**src/rtl/dmem_arbiter_if.sv**
```systemverilog
// Signal bundle for the data-memory arbiter: core request path, host/loader
// request path and the shared DMEM port. The master side is the surrounding system.
interface dmem_arbiter_if;
  logic        core_req;
  logic        core_we;
  logic [31:0] core_addr;
  logic [31:0] core_wdata;
  logic [1:0]  core_wsel;
  logic [2:0]  core_rsel;
  logic [31:0] core_rdata;
  logic        core_stall;

  logic        host_req;
  logic        host_we;
  logic [31:0] host_addr;
  logic [31:0] host_wdata;
  logic [1:0]  host_wsel;
  logic [2:0]  host_rsel;
  logic        host_gnt;
  logic [31:0] host_rdata;
  logic        host_rvalid;

  logic [31:0] mem_addr;
  logic [31:0] mem_wdata;
  logic        mem_rw;
  logic [1:0]  mem_wsel;
  logic [2:0]  mem_rsel;
  logic [31:0] mem_rdata;

  modport master (
    output core_req, core_we, core_addr, core_wdata, core_wsel, core_rsel,
           host_req, host_we, host_addr, host_wdata, host_wsel, host_rsel,
           mem_rdata,
    input  core_rdata, core_stall, host_gnt, host_rdata, host_rvalid,
           mem_addr, mem_wdata, mem_rw, mem_wsel, mem_rsel
  );

  modport slave (
    input  core_req, core_we, core_addr, core_wdata, core_wsel, core_rsel,
           host_req, host_we, host_addr, host_wdata, host_wsel, host_rsel,
           mem_rdata,
    output core_rdata, core_stall, host_gnt, host_rdata, host_rvalid,
           mem_addr, mem_wdata, mem_rw, mem_wsel, mem_rsel
  );
endinterface

```
**src/rtl/dmem_arbiter.sv**
```systemverilog
// Shares the DMEM port between the core (default owner) and a host/loader port.
// Define DMEM_ARB_FAIR_EN to force a host slot after HOST_WAIT_MAX lost cycles.
module dmem_arbiter #(
  parameter int unsigned HOST_WAIT_MAX = 8
) (
  input  logic           clk,
  input  logic           reset,
  dmem_arbiter_if.slave  bus
);

  if (HOST_WAIT_MAX < 1 || HOST_WAIT_MAX > 255) begin : g_bad_wait_max
    $error("dmem_arbiter: HOST_WAIT_MAX must be in 1..255");
  end

  typedef enum logic {
    S_CORE = 1'b0,
    S_HOST = 1'b1
  } state_t;

  state_t      state;
  logic        host_win;
  logic [31:0] host_rdata_q;
  logic        host_rvalid_q;

`ifdef DMEM_ARB_FAIR_EN
  localparam logic [7:0] WAIT_MAX = 8'(HOST_WAIT_MAX);

  logic [7:0] wait_cnt;

  // Host also wins once it has lost WAIT_MAX consecutive cycles to the core.
  assign host_win = bus.host_req & (~bus.core_req | (wait_cnt == WAIT_MAX));

  always_ff @(posedge clk or posedge reset) begin
    if (reset) begin
      wait_cnt <= '0;
    end else if (state == S_HOST || host_win || !bus.host_req) begin
      wait_cnt <= '0;
    end else if (wait_cnt != WAIT_MAX) begin
      wait_cnt <= wait_cnt + 8'd1;
    end
  end
`else
  assign host_win = bus.host_req & ~bus.core_req;
`endif

  // NOTE: sequential state uses non-blocking assignments so every register
  // samples the pre-edge values, independent of statement order.
  always_ff @(posedge clk or posedge reset) begin
    if (reset) begin
      state         <= S_CORE;
      host_rdata_q  <= '0;
      host_rvalid_q <= 1'b0;
    end else begin
      host_rvalid_q <= 1'b0;
      case (state)
        S_CORE: if (host_win) state <= S_HOST;
        S_HOST: begin
          // Exactly one host beat per grant; the read result is captured here.
          state <= S_CORE;
          if (!bus.host_we) begin
            host_rdata_q  <= bus.mem_rdata;
            host_rvalid_q <= 1'b1;
          end
        end
        default: state <= S_CORE;
      endcase
    end
  end

  logic in_host;
  assign in_host = (state == S_HOST);

  assign bus.mem_addr    = in_host ? bus.host_addr  : bus.core_addr;
  assign bus.mem_wdata   = in_host ? bus.host_wdata : bus.core_wdata;
  assign bus.mem_wsel    = in_host ? bus.host_wsel  : bus.core_wsel;
  assign bus.mem_rsel    = in_host ? bus.host_rsel  : bus.core_rsel;
  assign bus.mem_rw      = in_host ? bus.host_we    : (bus.core_req & bus.core_we);

  assign bus.host_gnt    = in_host;
  assign bus.core_stall  = in_host & bus.core_req;
  assign bus.core_rdata  = bus.mem_rdata;
  assign bus.host_rdata  = host_rdata_q;
  assign bus.host_rvalid = host_rvalid_q;

endmodule

```
**src/flat_wrapper.sv**
```systemverilog
// flat-port wrapper written by rule: the top's interface ports become plain ports
module dmem_arbiter_flat 
#(
  parameter int unsigned HOST_WAIT_MAX = 8
)
  (clk, reset, bus_core_req, bus_core_we, bus_core_addr, bus_core_wdata, bus_core_wsel, bus_core_rsel, bus_host_req, bus_host_we, bus_host_addr, bus_host_wdata, bus_host_wsel, bus_host_rsel, bus_mem_rdata, bus_core_rdata, bus_core_stall, bus_host_gnt, bus_host_rdata, bus_host_rvalid, bus_mem_addr, bus_mem_wdata, bus_mem_rw, bus_mem_wsel, bus_mem_rsel);
  dmem_arbiter_if bus_i ();
  input  logic clk;
  input  logic reset;
  input wire logic [$bits(bus_i.core_req)-1:0] bus_core_req;
  input wire logic [$bits(bus_i.core_we)-1:0] bus_core_we;
  input wire logic [$bits(bus_i.core_addr)-1:0] bus_core_addr;
  input wire logic [$bits(bus_i.core_wdata)-1:0] bus_core_wdata;
  input wire logic [$bits(bus_i.core_wsel)-1:0] bus_core_wsel;
  input wire logic [$bits(bus_i.core_rsel)-1:0] bus_core_rsel;
  input wire logic [$bits(bus_i.host_req)-1:0] bus_host_req;
  input wire logic [$bits(bus_i.host_we)-1:0] bus_host_we;
  input wire logic [$bits(bus_i.host_addr)-1:0] bus_host_addr;
  input wire logic [$bits(bus_i.host_wdata)-1:0] bus_host_wdata;
  input wire logic [$bits(bus_i.host_wsel)-1:0] bus_host_wsel;
  input wire logic [$bits(bus_i.host_rsel)-1:0] bus_host_rsel;
  input wire logic [$bits(bus_i.mem_rdata)-1:0] bus_mem_rdata;
  output wire logic [$bits(bus_i.core_rdata)-1:0] bus_core_rdata;
  output wire logic [$bits(bus_i.core_stall)-1:0] bus_core_stall;
  output wire logic [$bits(bus_i.host_gnt)-1:0] bus_host_gnt;
  output wire logic [$bits(bus_i.host_rdata)-1:0] bus_host_rdata;
  output wire logic [$bits(bus_i.host_rvalid)-1:0] bus_host_rvalid;
  output wire logic [$bits(bus_i.mem_addr)-1:0] bus_mem_addr;
  output wire logic [$bits(bus_i.mem_wdata)-1:0] bus_mem_wdata;
  output wire logic [$bits(bus_i.mem_rw)-1:0] bus_mem_rw;
  output wire logic [$bits(bus_i.mem_wsel)-1:0] bus_mem_wsel;
  output wire logic [$bits(bus_i.mem_rsel)-1:0] bus_mem_rsel;
  assign bus_i.core_req = bus_core_req;
  assign bus_i.core_we = bus_core_we;
  assign bus_i.core_addr = bus_core_addr;
  assign bus_i.core_wdata = bus_core_wdata;
  assign bus_i.core_wsel = bus_core_wsel;
  assign bus_i.core_rsel = bus_core_rsel;
  assign bus_i.host_req = bus_host_req;
  assign bus_i.host_we = bus_host_we;
  assign bus_i.host_addr = bus_host_addr;
  assign bus_i.host_wdata = bus_host_wdata;
  assign bus_i.host_wsel = bus_host_wsel;
  assign bus_i.host_rsel = bus_host_rsel;
  assign bus_i.mem_rdata = bus_mem_rdata;
  assign bus_core_rdata = bus_i.core_rdata;
  assign bus_core_stall = bus_i.core_stall;
  assign bus_host_gnt = bus_i.host_gnt;
  assign bus_host_rdata = bus_i.host_rdata;
  assign bus_host_rvalid = bus_i.host_rvalid;
  assign bus_mem_addr = bus_i.mem_addr;
  assign bus_mem_wdata = bus_i.mem_wdata;
  assign bus_mem_rw = bus_i.mem_rw;
  assign bus_mem_wsel = bus_i.mem_wsel;
  assign bus_mem_rsel = bus_i.mem_rsel;
  dmem_arbiter #(.HOST_WAIT_MAX(HOST_WAIT_MAX)) u_core (.clk(clk), .reset(reset), .bus(bus_i));
endmodule
```
**config.mk**
```make
export PLATFORM = sky130hd
export DESIGN_NAME = dmem_arbiter_flat
export DESIGN_NICKNAME = d
export VERILOG_FILES = /design/src/rtl/dmem_arbiter_if.sv /design/src/rtl/dmem_arbiter.sv /design/src/flat_wrapper.sv
export SDC_FILE = /design/constraint.sdc
export NUM_CORES = 1
export LEC_CHECK = 0
export CELL_PAD_IN_SITES_DETAIL_PLACEMENT = 1
export CELL_PAD_IN_SITES_GLOBAL_PLACEMENT = 2
export CORE_ASPECT_RATIO = 2
export CORE_MARGIN = 2
export CORE_UTILIZATION = 14
export DETAILED_ROUTE_END_ITERATION = 10
export GPL_TIMING_DRIVEN = 0
export PLACE_DENSITY_LB_ADDON = 0.1
export SLEW_MARGIN = 20
export SYNTH_ARGS = -nofsm -noshare
export SYNTH_HDL_FRONTEND = slang
export SYNTH_SLANG_ARGS = --single-unit
```
**constraint.sdc**
```tcl
create_clock -name clk -period 1.98 [get_ports clk]
set_input_delay 0.396 -clock clk [delete_from_list [all_inputs] [get_ports clk]]
set_output_delay 0.396 -clock clk [all_outputs]
set_load 0.005 [all_outputs]
```
=== Yosys cells after proc, flatten, opt, wreduce, memory -nomap -nowiden ===
Index checks and enable logic that the tools add are counted.

* Output and inout bits: 137
* Word-level logic and storage cells: 19
* Flip-flop bits (word level): 34

* Multiplexer cells: 9
* Bitwise operators: 6
* Reductions and logical operators: 1

{| class="wikitable"
|+ Operators by type and width
! operator !! count
|-
| two-way mux 32 bit || 2
|-
| two-way mux 1 bit || 4
|-
| AND 1 bit || 3
|-
| two-way mux 3 bit || 1
|-
| NOT 1 bit || 3
|-
| two-way mux 2 bit || 1
|-
| one-hot mux 1 bit (2 select lines) || 1
|-
| AND reduction 2 bit || 1
|}

=== Logic depth before layout (Yosys ltp) ===
Gate-level depths: netlist of run 1.

* Depth after elaboration: 4
* Gate-level depth with buffers: 4
* Depth with buffers taken out: 2

=== Least setup slack after synthesis of run 1 ===
OpenSTA, ideal clock, no wires.

* Path type: reg2out
* Start: reg u_core.state, in the netlist u_core.bus.host_gnt
* End: out bus_mem_addr[22]
* Cell stages (with the launch flop): 4
* Path slack: 0.527 ns
* Buffers on the path: 2
* Arrival time: 1.057 ns
* Path through: dfrtp_1 > buf_4 > buf_4 > mux2_2

* Word-level cells in the longest chain between the ends: 1

{| class="wikitable"
|+ Ends and longest elaborated chain
! item !! line !! text
|-
| start, declared || dmem_arbiter.sv:20 || <nowiki>state_t state;</nowiki>
|-
| start signal, assigned || dmem_arbiter.sv:50 || <nowiki>state <= S_CORE;</nowiki>
|-
| start signal, assigned || dmem_arbiter.sv:56 || <nowiki>S_CORE: if (host_win) state <= S_HOST;</nowiki>
|-
| start signal, assigned || dmem_arbiter.sv:59 || <nowiki>state <= S_CORE;</nowiki>
|-
| two-way mux 32 bit || dmem_arbiter.sv:73 || <nowiki>assign bus.mem_addr = in_host ? bus.host_addr : bus.core_addr;</nowiki>
|-
| end, declared || flat_wrapper.sv:28 || <nowiki>output wire logic [$bits(bus_i.mem_addr)-1:0] bus_mem_addr;</nowiki>
|}

No other way between the ends.

=== Final worst setup path of run 1 ===
* Start: reg u_core.state, in the netlist u_core.bus.host_gnt
* End: out bus_mem_wdata[12]

* Word-level cells in the longest chain between the ends: 1

{| class="wikitable"
|+ Ends and longest elaborated chain
! item !! line !! text
|-
| two-way mux 32 bit || dmem_arbiter.sv:74 || <nowiki>assign bus.mem_wdata = in_host ? bus.host_wdata : bus.core_wdata;</nowiki>
|-
| end, declared || flat_wrapper.sv:29 || <nowiki>output wire logic [$bits(bus_i.mem_wdata)-1:0] bus_mem_wdata;</nowiki>
|}

No other way between the ends.

==> results of run 1 <==
flip-flops by register name, summed over array words and instances (netlist names):
name / cells
u_core.bus.host_gnt: 1
u_core.bus.host_rdata: 32
u_core.bus.host_rvalid: 1
power by group through the flow:
stage	sequential [mW]	clock, mW	combinational (mW)
2_1_floorplan	0.936	0	0.471
3_3_place_gp	0.926	0	1.52
3_5_place_dp	0.929	0	1.53
4_1_cts	0.925	0.841	1.53
5_1_grt	0.943	0.875	1.59
6_report	0.921	0.800	1.49
placed cells by master, fill, tap and decap left out:
cell	Yosys	final
and2_1	1	1
buf_12	0	3
buf_16	0	1
buf_4	34	48
buf_6	10	8
buf_8	0	3
clkbuf_16	0	5
clkbuf_2	0	28
clkbuf_8	0	1
clkdlybuf4s15_1	0	1
clkdlybuf4s50_1	0	271
clkinv_2	0	1
clkinvlp_4	0	1
dfrtp_1	34	34
dlygate4sd2_1	0	7
dlymetal6s2s_1	0	4
inv_2	0	1
mux2_2	72	71
mux2_4	29	30
nand2_1	2	2
nor2b_4	1	1
nor3b_1	1	1
o21ai_0	1	1
layout make-up:
| class | instances | area, um^2 | share of cell area [%] |
|---|---|---|---|
| Clock buffer | 6 | 139 | 2.27 |
| Sequential cell | 34 | 851 | 13.9 |
| Multi-Input combinational cell | 107 | 1290 | 21.1 |
| Inverter | 1 | 3.75 | 0.0613 |
| Timing Repair Buffer | 331 | 3170 | 51.9 |
| Buffer | 43 | 384 | 6.28 |
| Clock inverter | 2 | 12.5 | 0.204 |
| Tap cell | 213 | 267 | 4.35 |
cell families after synthesis:
family          after synthesis  share of synthesized area (%)
compound gates                1                          0.199
simple gates                  5                           1.40
mux                         101                           49.7
buf+inv                      45                           14.8
flops                        34                           33.9
worst max-delay path: cells and delay by family, from the launching register on:
family	cells	cell delay, ns
flops	1	0.38
mux	1	0.34
buf+inv	3	0.78
routing by layer:
| layer | up-vias | track usage (%) |
|---|---|---|
| li1 | 1295 | - |
| met1 | 1315 | 11.9 |
| met5 | - | 0 |
| met4 | 0 | 4.26 |
| met2 | 204 | 24.9 |
| met3 | 10 | 4.15 |
timing repair:
item | in CTS | in global routing
setup buffers | 2 | 16
resized for setup | 37 | 61
endpoints found under the setup margin | 71 | 68
hold buffers | 0 | 0
pin swaps | 0 | 0
metrics by stage:
stage                     power (mW)  utilization, %  hold slack [ns]
after global routing            3.41            34.6            0.458
after detailed placement        2.46            33.5            0.496
after global placement          2.44            33.3            0.494
after CTS                       3.29            34.4            0.419
final                           3.21            34.6            0.414
after floorplan                 1.41               -            0.466
final timing paths:
kind / startpoint / end / slack (ns) / cells after the start
max: u_core.bus.host_gnt$_DFF_PP0_ / bus_mem_wdata[12] / -0.19 / 4
min: reset / u_core.bus.host_rdata[30]$_DFFE_PP0P_ / 0.41 / 2
max reg2reg: u_core.bus.host_gnt$_DFF_PP0_ / u_core.bus.host_rdata[31]$_DFFE_PP0P_ / 0.59 / 5
min reg2reg: u_core.bus.host_rdata[28]$_DFFE_PP0P_ / u_core.bus.host_rdata[28]$_DFFE_PP0P_ / 0.51 / 1
max in group asynchronous: reset / u_core.bus.host_rdata[26]$_DFFE_PP0P_ / 1.14 / 3
min in group clk: u_core.bus.host_rdata[28]$_DFFE_PP0P_ / u_core.bus.host_rdata[28]$_DFFE_PP0P_ / 0.51 / 1
==> out/results.ini, run 1 <==
[routing]
routed_wirelength_um=12700
met1_length_um=3940
ant_nets=0
drt_iter0_drc=11
drtPass1Iterations=4
vias_per_cell=3.83
dr_wl_met3_um=1410
drcViolationCount=0
wl_met2_um=7130
top_layer=met4
avgRoutedWirePerCell_um=17.2
via_count=2824

[sta]
fin_setup_tns_ns=-5.97
drv_slew=0
worst_pin_slew_ns=0.377
fmax_mhz=461
hold_viol=0
worst_slack_ns=-0.189
fin_crit_sh_pct=110
timing.slew.headroom_pct=74.8
rsz0062_at_grt=yes
setup_viol=48
fin_crit_ns=2.17
skew_ns=0.00541

[yosys]
synth_top_area_share_pct=33.9
ys_top_cells_by_count=mux2_2, buf_4, dfrtp_1
synthArstFlopShare_pct=100
synth_area_per_cell_um2=13.5
synth_seq_cells=34
synth-edff-count=0
yosys_most_used_dff=dfrtp_1
yosysMostFrequentCell=mux2_2
synth.area.top_cells=dfrtp_1, mux2_2, mux2_4
netlist_instances=186
ys_seq_area_share_pct=33.9
yosys.area.top_type=dfrtp_1
yosysUniqueCellTypes=11
syn_nets=362
syn_area_um2=2510
yosys_warnings=0

[clock_network]
clockBufferDepth=2
numClockSinks=34
cts.reportedPaths.clkPinSlew_ns=0.05
cts_root_buffer=clkbuf_16
htree_levels=2
cts_tree=done
cts_buffers=5
clock_latency_ns=0.28

[final_layout]
area_growth_pct=144
n_fill_cell=1974
diodes=0
drive_above_1_share_pct=38.5
fin_nets=699
final_cells=737
final_area_um2=6120

[placement]
dp_hpwl_um=10900
pre_cts_slack_ns=-0.152
io_buffers=312
dpl-instance-area_um2=5930
place.gp.congestion=0.737
dp.cells=712

[power]
p_switching_mw=0.775
swShare_pct=24.1
p_comb_share_pct=46.4
power.density_nw_per_um2=525
clkPwrFrac_pct=24.9
total_leakage_power_nw=2.59
peakVddDrop_v=0.000367
internal_power_mw=2.44
seq_power_share_pct=28.7

[hold_path]
hold_path_class=primary input to async pin

[worst_setup_path]
crit_path_start_kind=flip-flop
worstPathRequired_ns=1.58
endpoint_kind=primary output
critical_path_class=flip-flop to primary output
slowest_stage=clkdlybuf4s50_1
worst_ep_arrival_time_ns=1.77
cp_cell_sequence=buf_8 > buf_6 > mux2_2 > clkdlybuf4s50_1
max_stage_delay_ns=0.47
crit_fanout=10

[global_route]
grt_usage_pct=12.7
grt_start_max_net_pins=21
grt_pass1_wl_um=18600
grt_overflow_total=0
antenna_found_initial=0
first_global_vias=3100

[die]
die_h_um=193
num_io_pins=313
die_w_um=98.7
core_area_um2=17700
start_util_pct=14.2
rows=69
fp.dieArea_um2=19100

[outcome]
outcome=finished, violations left
violations=setup timing

[flow_run]
max_cap_violations=0

(Power assumes the default switching activity.)
==> run 2, diff against run 1 <==
Settings changed: CTS_CLUSTER_SIZE set to 28, SKIP_LAST_GASP set to 1.
==> run 2 against run 1 <==
Net effect: power is 0.73% higher; die area did not move; largest power group unchanged; sequential share of layout area down 0.38 points; clock-buffer cell count stayed put; setup slack got worse by 0.0099 ns; design area increased by 2.8%; hold slack about the same; via count hardly changed; sequential power about the same; first-iteration DRC count rose by 100%; global-route usage stayed put; maximum frequency fell by 0.46%; the run still ends with setup timing left; critical path type unchanged.
==> out/results.ini, run 2 (same netlist as run 1, synthesis figures left out) <==
[worst_setup_path]
crit_path_start_kind=flip-flop
cp_num_buf_inv=3
crit_fanout=10
worst_ep_arrival_time_ns=1.78
critPathLaunch=u_core.bus.host_gnt$_DFF_PP0_
timing.rr.start=u_core.bus.host_gnt$_DFF_PP0_
slowest_stage=clkdlybuf4s50_1
rr_endpoint=u_core.bus.host_rdata[31]$_DFFE_PP0P_
endpoint_kind=primary output
worstPathRequired_ns=1.58
critical_path_class=flip-flop to primary output
cp_cell_sequence=buf_12 > buf_6 > mux2_2 > clkdlybuf4s50_1
rrSetupSlack_ns=0.58
max_stage_delay_ns=0.46
cp_top_family=buffers and inverters
reg2reg_depth=5

[placement]
dp.cells=712
place.gp.congestion=0.737
dp_hpwl_um=10900
io_buffers=312
pre_cts_slack_ns=-0.152

[routing]
via_count=2823
drcViolationCount=0
vias_per_cell=3.84
avgRoutedWirePerCell_um=17.3
drtPass1Iterations=4
drt_iter0_drc=22
routed_wirelength_um=12700
ant_nets=0

[final_layout]
fin_nets=697
final_cells=735
final_core_util_pct=35.5
final_common_cell=clkdlybuf4s50_1
drive_above_1_share_pct=33.1
diodes=0
final_cell_mix=clkdlybuf4s50_1, mux2_2, buf_4
area_growth_pct=151
largest_reg_flops=32

[sta]
rsz0062_at_grt=yes
timing.slew.headroom_pct=74.8
setup_viol=44
worst_pin_slew_ns=0.377
fin_setup_tns_ns=-5.84
fmax_mhz=459
skew_ns=0.00528
worst_slack_ns=-0.199
fin_crit_ns=2.18
fin_crit_sh_pct=110
drv_slew=0
hold_viol=0

[outcome]
outcome=finished, violations left
violations=setup timing

[clock_network]
cts_buffers=5
clockBufferDepth=2
htree_levels=2
cts_tree=done
numClockSinks=34
cts.reportedPaths.clkPinSlew_ns=0.05
cts_root_buffer=clkbuf_16
clock_latency_ns=0.28

[power]
clkPwrFrac_pct=24.7
swShare_pct=23.9
seq_power_share_pct=28.5
p_switching_mw=0.773
peakVddDrop_v=0.000368
total_leakage_power_nw=2.78
internal_power_mw=2.46
total_power_mw=3.24
p_comb_share_pct=46.8
power.density_nw_per_um2=515

[global_route]
antenna_found_initial=0
grt_start_max_net_pins=21
first_global_vias=3100
grt_pass1_wl_um=18600
grt_overflow_total=0
grt_usage_pct=12.7

[die]
start_util_pct=14.2
core_area_um2=17700
fp.dieArea_um2=19100
num_io_pins=313
die_w_um=98.7
die_h_um=193
rows=69

[flow_run]
max_cap_violations=0

[hold_path]
hold_path_class=primary input to async pin

-- run 2: cell count changes in the layout (fill, tap and decap cells not counted), sizes merged --
cell / change
clkbuf: -26
dlymetal6s2s: +24
buf: -3
clkdlybuf4s15: +1
clkdlybuf4s50: +1
dlygate4sd2: +1
-- run 2: power groups by stage --
stage | sequential [mW] | combinational, mW | clock [mW]
2_1_floorplan | 0.936 | 0.471 | 0
3_3_place_gp | 0.926 | 1.52 | 0
3_5_place_dp | 0.929 | 1.53 | 0
4_1_cts | 0.925 | 1.54 | 0.841
5_1_grt | 0.943 | 1.62 | 0.875
6_report | 0.921 | 1.52 | 0.801
-- run 2: metrics by stage --
step	cell area (um^2)	hold WS, ns
floorplan	2510	0.466
global placement	5900	0.494
detailed placement	5930	0.496
CTS	6100	0.419
global route	6290	0.458
finish	6290	0.414
-- run 2: how the worst max path moves through the flow --
stage	cells past startpoint	endpoint	slack [ns]
6_report	4	bus_mem_wdata[12]	-0.20
3_3_place_gp	2	u_core.bus.host_rdata[21]$_DFFE_PP0P_	-0.13
5_1_grt	4	bus_mem_wdata[12]	-0.26
3_5_place_dp	4	bus_mem_addr[24]	-0.15
4_1_cts	4	bus_mem_wdata[31]	-0.27
2_1_floorplan	3	bus_mem_addr[22]	0.53
-- run 2: repair_timing --
| item | CTS | global route |
|---|---|---|
| hold buffers | 0 | 0 |
| buffers inserted | 2 | 13 |
| setup endpoints to repair | 71 | 69 |
| gates resized for setup | 18 | 40 |
-- run 2: area by class of cell --
cell class                 instances  area, um^2
clock inverter                     2        12.5
buffer                            44         418
timing repair buffer             328        3310
sequential                        34         851
inverter                           1        3.75
clock buffer                       6         139
fill                            1961       11400
tap                              213         267
multi-input combinational        107        1290
-- run 2: routing by layer --
layer	global-route usage [%]	share of wire, %	vias up
met5	0	0	-
met1	11.9	31	1324
li1	-	-	1289
met2	24.9	56	202
met3	4.15	11	8
met4	4.26	1.5	0
==> run 3, diff against run 2 <==
Settings changed: GPL_TIMING_DRIVEN 0 to not set, TNS_END_PERCENT set to 30.
==> run 3 against run 2 <==
Net effect: the flow still finishes with violations (setup timing); hold slack improved by 0.018 ns; register-to-register slack got worse by 0.14 ns; non-clock buffer count fell by 38; clock power rose by 1%; setup slack improved by 0.035 ns; maximum frequency rose by 1.6%; utilization fell by 2.1 points; design area fell by 5.8%; die area did not move; critical endpoint is now bus_mem_wdata[23]; largest cell class unchanged.
==> out/results.ini, run 3 (same netlist as run 1, synthesis figures left out) <==
[sta]
hold_viol=0
worst_slack_ns=-0.164
timing.slew.headroom_pct=80.7
fmax_mhz=466
worst_hold_slack_ns=0.432
fin_crit_sh_pct=108
rsz0062_at_grt=yes
fin_crit_ns=2.14
worst_pin_slew_ns=0.289
setup_viol=44
drv_slew=0
fin_setup_tns_ns=-5.09
skew_ns=0.00425

[routing]
via_count=2647
avgRoutedWirePerCell_um=18.3
drcViolationCount=0
ant_nets=0
vias_per_cell=3.80
drt_iter0_drc=16
routed_wirelength_um=12800
drtPass1Iterations=4

[die]
core_area_um2=17700
die_w_um=98.7
num_io_pins=313
fp.dieArea_um2=19100
start_util_pct=14.2
rows=69
die_h_um=193

[power]
p_switching_mw=0.769
clkPwrFrac_pct=25.6
peakVddDrop_v=0.000415
total_leakage_power_nw=2.49
swShare_pct=24.2
power.density_nw_per_um2=536
seq_power_share_pct=29.1
p_comb_share_pct=45.3
internal_power_mw=2.40

[final_layout]
final_common_cell=clkdlybuf4s50_1
n_fill_cell=1955
diodes=0
fin_nets=659
drive_above_1_share_pct=28.5
final_area_um2=5920
final_cells=697
area_growth_pct=136
final_cell_mix=clkdlybuf4s50_1, mux2_2, dfrtp_1
largest_reg_flops=32

[global_route]
grt_pass1_wl_um=18500
grt_start_max_net_pins=34
grt_overflow_total=0
grt_usage_pct=12.8
antenna_found_initial=0
first_global_vias=2987

[clock_network]
clock_latency_ns=0.28
cts_tree=done
htree_levels=2
clockBufferDepth=2
cts_buffers=5
cts.reportedPaths.clkPinSlew_ns=0.06
hold_buffers=0
cts_root_buffer=clkbuf_16
numClockSinks=34

[worst_setup_path]
max_stage_delay_ns=0.44
reg2reg_depth=5
cp_num_buf_inv=3
critical_path_class=flip-flop to primary output
crit_fanout=13
cp_top_family=buffers and inverters
cp_cell_sequence=buf_12 > buf_16 > mux2_2 > clkdlybuf4s50_1
endpoint_kind=primary output
worstPathRequired_ns=1.58
rrSetupSlack_ns=0.44
rr_endpoint=u_core.bus.host_rdata[0]$_DFFE_PP0P_
crit_path_start_kind=flip-flop
slowest_stage=clkdlybuf4s50_1
worst_ep_arrival_time_ns=1.75
timing.rr.start=u_core.bus.host_gnt$_DFF_PP0_

[flow_run]
max_cap_violations=0

[placement]
dpl-instance-area_um2=5640
place.gp.congestion=0.677
dp_hpwl_um=10600
dp.cells=678
io_buffers=312
pre_cts_slack_ns=-0.0728

[hold_path]
hold_path_class=primary input to async pin

[outcome]
violations=setup timing
outcome=finished, violations left

[run 3: power groups by stage]
stage	Clock (mW)	Sequential [mW]	Combinational, mW
6_report	0.811	0.923	1.44
3_5_place_dp	0	0.931	1.47
5_1_grt	0.869	0.945	1.54
3_3_place_gp	0	0.930	1.46
4_1_cts	0.858	0.925	1.48
2_1_floorplan	0	0.936	0.471
[run 3: worst register-to-register path, delay by kind of cell, from the launching register on]
family | cells | cell delay (ns)
muxes | 1 | 0.38
buffers and inverters | 3 | 0.52
DFF | 1 | 0.38
and+or+nand+nor | 1 | 0.15
[run 3: stage by stage]
step	total power [mW]	utilization [%]
3_5_place_dp	2.40	31.9
5_1_grt	3.35	33.5
4_1_cts	3.26	33.2
2_1_floorplan	1.41	-
6_report	3.17	33.5
3_3_place_gp	2.39	31.9
[run 3: how the worst max path moves through the flow]
stage	depth (start not counted)	slack, ns	endpoint	from
global placement	3	-0.04	bus_mem_wdata[14]	u_core.bus.host_gnt$_DFF_PP0_
finish	4	-0.16	bus_mem_wdata[23]	u_core.bus.host_gnt$_DFF_PP0_
CTS	4	-0.19	bus_mem_addr[28]	u_core.bus.host_gnt$_DFF_PP0_
global route	4	-0.22	bus_mem_rsel[0]	u_core.bus.host_gnt$_DFF_PP0_
detailed placement	4	-0.07	bus_mem_rw	bus_core_req
floorplan	3	0.53	bus_mem_addr[22]	u_core.bus.host_gnt$_DFF_PP0_
[run 3: what timing repair did]
| item | 4_1_cts | 5_1_grt |
|---|---|---|
| endpoints found under the setup margin | 72 | 70 |
| gates resized for setup | 47 | 17 |
| pin swaps | 0 | 0 |
| gates cloned | 1 | 0 |
| buffers inserted | 10 | 0 |
[run 3: area by class of cell]
class	instances	area (um^2)	share of cell area, %
inverters	1	3.75	0.0634
clock inverters	2	12.5	0.211
clock buffers	6	139	2.34
repair buffers	334	3360	56.8
multi-input cells	107	1290	21.7
flip-flops and latches	34	852	14.4
well taps	213	267	4.50
[run 3: metal layers]
layer | global-route usage, % | wire (um)
met1 | 11.4 | 3960
met2 | 25.9 | 7280
met3 | 3.90 | 1280
met4 | 4.21 | 237
met5 | 0 | 0
